--- src/rtl/mem_loader_pkg.sv ---
// Shared definitions for the boot-time BRAM loader: frame constants, header field helpers, FSM states.
// The CHECK state exists only when MEM_LOADER_CHECKSUM_EN is defined.
package mem_loader_pkg;

  localparam logic [7:0] LOADER_MAGIC = 8'hA5;
  localparam logic [7:0] LOADER_GO_ID = 8'hFF;

  localparam int HDR_MAGIC_LSB = 24;
  localparam int HDR_ID_LSB    = 16;
  localparam int HDR_CNT_LSB   = 0;
  localparam int HDR_CNT_W     = 16;

  typedef enum logic [2:0] {
    ST_IDLE,
    ST_BASE,
    ST_DATA,
    ST_DONE,
    ST_ERROR
`ifdef MEM_LOADER_CHECKSUM_EN
    , ST_CHECK
`endif
  } loader_state_t;

  function automatic logic [7:0] hdr_magic(input logic [31:0] word);
    return word[HDR_MAGIC_LSB +: 8];
  endfunction

  function automatic logic [7:0] hdr_id(input logic [31:0] word);
    return word[HDR_ID_LSB +: 8];
  endfunction

  function automatic logic [HDR_CNT_W-1:0] hdr_count(input logic [31:0] word);
    return word[HDR_CNT_LSB +: HDR_CNT_W];
  endfunction

endpackage

--- src/rtl/mem_loader_xor_accum.sv ---
// Running XOR of payload words, cleared at every frame header; used for the optional frame checksum.
module loader_xor_accum #(
  parameter int DATA_WIDTH = 32
) (
  input  logic                  clk,
  input  logic                  rst,
  input  logic                  clr,
  input  logic                  en,
  input  logic [DATA_WIDTH-1:0] din,
  output logic [DATA_WIDTH-1:0] acc
);

  always_ff @(posedge clk) begin
    if (rst || clr) begin
      acc <= '0;
    end else if (en) begin
      acc <= acc ^ din;
    end
  end

endmodule

--- src/rtl/mem_loader.sv ---
// Boot loader: parses framed words from a valid/ready stream into per-region BRAM writes, then releases the CPU.
// Define MEM_LOADER_CHECKSUM_EN to require a trailing XOR checksum word on every frame.
module mem_loader
  import mem_loader_pkg::*;
#(
  parameter int DATA_WIDTH  = 32,
  parameter int ADDR_WIDTH  = 10,
  parameter int NUM_REGIONS = 2
) (
  input  logic                              clk,
  input  logic                              rst,
  input  logic [DATA_WIDTH-1:0]             s_data,
  input  logic                              s_valid,
  output logic                              s_ready,
  input  logic                              reload,
  output logic [NUM_REGIONS*ADDR_WIDTH-1:0] w_addr,
  output logic [DATA_WIDTH-1:0]             w_dat,
  output logic [NUM_REGIONS-1:0]            w_enb,
  output logic                              cpu_stall,
  output logic                              init_done,
  output logic                              err
);

  localparam int RW = (NUM_REGIONS > 1) ? $clog2(NUM_REGIONS) : 1;

  loader_state_t         state;
  logic [RW-1:0]         region;
  logic [HDR_CNT_W-1:0]  remaining;
  logic [ADDR_WIDTH-1:0] addr_cnt;
  logic                  accept;
  logic [7:0]            f_magic;
  logic [7:0]            f_id;
  logic [HDR_CNT_W-1:0]  f_count;

  assign f_magic = hdr_magic(s_data[31:0]);
  assign f_id    = hdr_id(s_data[31:0]);
  assign f_count = hdr_count(s_data[31:0]);
  assign accept  = s_valid && s_ready;

`ifdef MEM_LOADER_CHECKSUM_EN
  logic [DATA_WIDTH-1:0] xor_sum;

  loader_xor_accum #(.DATA_WIDTH(DATA_WIDTH)) u_xor (
    .clk (clk),
    .rst (rst),
    .clr (accept && (state == ST_IDLE)),
    .en  (accept && (state == ST_DATA)),
    .din (s_data),
    .acc (xor_sum)
  );

  localparam loader_state_t AFTER_PAYLOAD = ST_CHECK;
`else
  localparam loader_state_t AFTER_PAYLOAD = ST_IDLE;
`endif

  // Gated by rst so the source sees no acceptance during the reset cycle.
  always_comb begin
    s_ready = 1'b0;
    unique case (state)
      ST_IDLE, ST_BASE, ST_DATA: s_ready = !rst;
`ifdef MEM_LOADER_CHECKSUM_EN
      ST_CHECK:                  s_ready = !rst;
`endif
      default:                   s_ready = 1'b0;
    endcase
  end

  always_ff @(posedge clk) begin
    if (rst) begin
      state     <= ST_IDLE;
      region    <= '0;
      remaining <= '0;
      addr_cnt  <= '0;
      w_addr    <= '0;
      w_dat     <= '0;
      w_enb     <= '0;
      cpu_stall <= 1'b1;
      init_done <= 1'b0;
      err       <= 1'b0;
    end else begin
      w_enb <= '0;
      unique case (state)
        ST_IDLE: if (accept) begin
          if (f_magic != LOADER_MAGIC) begin
            state <= ST_ERROR;
            err   <= 1'b1;
          end else if (f_id == LOADER_GO_ID) begin
            state     <= ST_DONE;
            cpu_stall <= 1'b0;
            init_done <= 1'b1;
          end else if (int'(f_id) >= NUM_REGIONS) begin
            state <= ST_ERROR;
            err   <= 1'b1;
          end else begin
            region    <= f_id[RW-1:0];
            remaining <= f_count;
            state     <= ST_BASE;
          end
        end
        ST_BASE: if (accept) begin
          addr_cnt <= s_data[ADDR_WIDTH-1:0] & ~ADDR_WIDTH'(3);
          state    <= (remaining == '0) ? AFTER_PAYLOAD : ST_DATA;
        end
        // Address wraps naturally at the counter width.
        ST_DATA: if (accept) begin
          w_enb     <= NUM_REGIONS'(1) << region;
          w_dat     <= s_data;
          w_addr[int'(region)*ADDR_WIDTH +: ADDR_WIDTH] <= addr_cnt;
          addr_cnt  <= addr_cnt + ADDR_WIDTH'(4);
          remaining <= remaining - HDR_CNT_W'(1);
          if (remaining == HDR_CNT_W'(1)) begin
            state <= AFTER_PAYLOAD;
          end
        end
`ifdef MEM_LOADER_CHECKSUM_EN
        ST_CHECK: if (accept) begin
          if (s_data != xor_sum) begin
            state <= ST_ERROR;
            err   <= 1'b1;
          end else begin
            state <= ST_IDLE;
          end
        end
`endif
        ST_DONE: if (reload) begin
          state     <= ST_IDLE;
          cpu_stall <= 1'b1;
          init_done <= 1'b0;
        end
        default: ;
      endcase
    end
  end

endmodule

--- config.mk ---
export PLATFORM = sky130hd
export DESIGN_NAME = mem_loader
export DESIGN_NICKNAME = d
export VERILOG_FILES = /design/src/rtl/mem_loader_pkg.sv /design/src/rtl/mem_loader_xor_accum.sv /design/src/rtl/mem_loader.sv
export SDC_FILE = /design/constraint.sdc
export NUM_CORES = 1
export LEC_CHECK = 0
export BUFFER_PORTS_ARGS = -buffer_cell sky130_fd_sc_hd__buf_2
export CAP_MARGIN = 20
export CORE_AREA = 10 10 105 88
export CTS_CLUSTER_SIZE = 25
export DETAILED_ROUTE_END_ITERATION = 7
export DIE_AREA = 0 0 115 98
export PLACE_DENSITY = 0.78
export SLEW_MARGIN = 20
export SYNTH_ARGS = -nofsm -noshare
export SYNTH_HDL_FRONTEND = slang
export SYNTH_SLANG_ARGS = --single-unit
--- constraint.sdc ---
create_clock -name clk -period 3.15 [get_ports clk]
set_clock_uncertainty 0.15 [all_clocks]
set_input_delay 0.315 -clock clk [delete_from_list [all_inputs] [get_ports clk]]
set_output_delay 0.315 -clock clk [all_outputs]
set_load 0.02 [all_outputs]
==> summary.txt <==
WL per Instance: 16.27 um
crit path DAT: 2.83 ns
post-CTS setup buffers: 0
number of global-route vias before repair: 3449
ys async rst share: 0%
clock buffer depth: 2
layout cells sized above 1: 21.38%
Max Clk Rate: 0.3711 GHz
DR pass1 iterations: 5
# hold bufs at CTS: 0
Yosys top cell area share: 44.57%
Max Slew Vio Count: 0
drt via density: 5.655
Leak: 1.729 nW
sequential share of the synthesized area: 44.57%
cells on worst reg2reg path: 5
synth top area cells: dfxtp_1 45%, nand2_1 12%, a21oi_1 11%, o21ai_0 3.9%, nand3_1 3.0%
CP Max Fanout: 23
TritonCTS clock tree: built
routed vias: 3710
drc violations: 0
Antenna Cells: 0
global route total overflow: 0
pwr/cell area: 429.6 nW/um^2
area grow syn2layout: 17.90%
RSZ-0062 raised after global routing: no
I/O pins: 94
CP Cell Sequence: or3b_1, or3_1, a21o_1, a211o_1, a21oi_1
max-cap viol count: 0
Hold Crit Depth: 3
clk_lat worst skew: 0.36 ns
CTS clk-pin slew, worst paths: 0.08 ns
Syn. warnings: 0
Starting Density: 51.04%
Tot GR Track Use: 18.56%
count leader, synth: nand2_1
placed wire-length estimate: 7755 um
slowest CP cell: or3_1
final setup fails: 0
Die Y: 98 um
die area: 11270 um^2
Crit Path Class: register to register
slew at the pin with the worst max-slew slack: 0.8858 ns
Cells after Synth: 483
antenna-violating nets left: 0
Synth area leader: dfxtp_1
Crit. End Element: register
final non-filler cell total: 656
synthesis-stage register bit count: 82
part of the cycle the worst path needs: 85.55%
DR iter-0 viols: 331
headroom to the max-slew limit: 40.40%
RePlAce Congestion: 0.9105
WP data required: 3.28 ns
outcome: finished, final reports clean
first-pass GRT wire length: 17400 um
core box area: 7217 um^2
setup ws final: 0.4551 ns
largest net degree at the start of global routing: 83
Startpoint Class: register
Clock Tree Root: clkbuf_8
placed cell count: 640
fillcell total: 680
EDFF count, synth: 0
most frequent cells after synthesis: 116 x nand2_1, 82 x dfxtp_1, 79 x a21oi_1
peak supply drop: 0.2976 mV
Hold Path Class: primary input to register
worst hold slack: 0.04687 ns
syn avg cell area: 7.626 um^2
Die X: 115 um
Sink Count: 82
htree depth: 3
ys flop type: dfxtp_1
PostCTS Resize Cnt: 0
nets@finish: 600
routed wire length: 10670 um
initial antenna violation count: 0
Period minus WS final: 2.695 ns
number of buffers added on ports: 91
DP Worst Slack: 0.3377 ns
Site Rows: 28
largest stage delay on the critical path: 0.62 ns
Mapped Area: 3684 um^2
Distinct cells, synth: 48
final-report hold violation count: 0
CTS Buf Count: 9
setup_tns: 0 ns
-- flip-flops by register name, summed over array words and instances, names as in the netlist --
register,count
init_done,1
remaining,16
cpu_stall,1
addr_cnt,8
w_addr,17
w_enb,2
region,1
w_dat,32
err,1
state,3
-- critical path, delay by kind of cell (launching register included) --
kind | cells | cell delay (ns)
flops | 1 | 0.41
compound gates | 3 | 0.92
simple gates | 2 | 1.12
-- kinds of logic (layout without fill, tap and decap cells) --
logic type | count (synthesis) | count (layout) | synth area share (%)
AOI/OAI and AO/OA | 142 | 142 | 22.05
xor gates and xnor gates | 4 | 4 | 0.9513
adders and majority gates | 3 | 3 | 1.019
buffers and inverters | 42 | 124 | 5.163
DFF | 82 | 82 | 44.57
muxes | 2 | 2 | 0.5435
other | 1 | 2 | 0.1018
and+or+nand+nor | 207 | 207 | 25.61
-- where the power goes --
part | internal [W] | switching [W]
clock | 0.000284 | 0.000385
sequential | 0.00104 | 0.00000970
combinational | 0.0000505 | 0.0000942
-- layer usage --
metal / vias to the layer above / part of all wire, % / global-route usage, %
met5: - / 0 / 0
met4: 0 / 0.80 / 4.563
met3: 11 / 12 / 8.685
met2: 134 / 42 / 25.74
met1: 1730 / 45 / 25.24
li1: 1835 / - / -
-- final timing paths --
path	start	endpoint	slack (ns)
worst max-delay path	state[2]	remaining[13]	0.46
worst min-delay path	s_data[28]	w_dat[28]	0.05
worst min register to register	err	err	0.30
worst max register to register	state[2]	remaining[13]	0.46
-- layout make-up --
cell class                      instances  area [um^2]  area share [%]
Clock buffer                           11        131.4           3.025
Clock inverter                          5        31.28          0.7203
Inverter                                6        22.52          0.5186
Multi-Input combinational cell        360         1866           42.96
Sequential cell                        82         1642           37.80
Tap cell                               90        112.6           2.593
Timing Repair Buffer                  102        538.0           12.39
-- stage by stage --
| stage | cell area (um^2) | total power [W] | util [%] |
|---|---|---|---|
| 3_5_place_dp | 4180 | 0.001218 | 57.92 |
| 2_1_floorplan | 3687 | 0.001160 | - |
| 3_3_place_gp | 4180 | 0.001216 | 57.92 |
| 6_report | 4343 | 0.001866 | 60.18 |
| 4_1_cts | 4343 | 0.001873 | 60.18 |
| 5_1_grt | 4343 | 0.001935 | 60.18 |
-- layout by cell type (no fill, tap or decap), types with 2 or more instances in the layout --
cell	Yosys	layout
a311oi_1	2	2
clkbuf_8	0	9
a21oi_1	79	79
a211oi_1	2	2
conb_1	1	2
nor3_1	12	11
nand2_1	116	116
o21ai_0	29	29
ha_1	3	3
or3_1	3	3
inv_1	6	6
a22oi_1	5	5
nand3_1	22	22
and2_1	4	4
nand4_1	8	8
nand2b_1	2	2
and3_1	2	2
buf_2	2	91
o31ai_1	3	3
a31oi_1	3	3
nor4_1	4	4
buf_4	4	11
nor4bb_1	2	2
xor2_1	3	3
clkinv_2	0	3
mux2i_1	2	2
nor3b_1	4	3
a211o_1	4	4
a21o_1	5	5
nor2_1	21	21
clkbuf_1	26	2
o41ai_1	2	2
or3b_1	2	2
dfxtp_1	82	82
(Power assumes the default switching activity.)
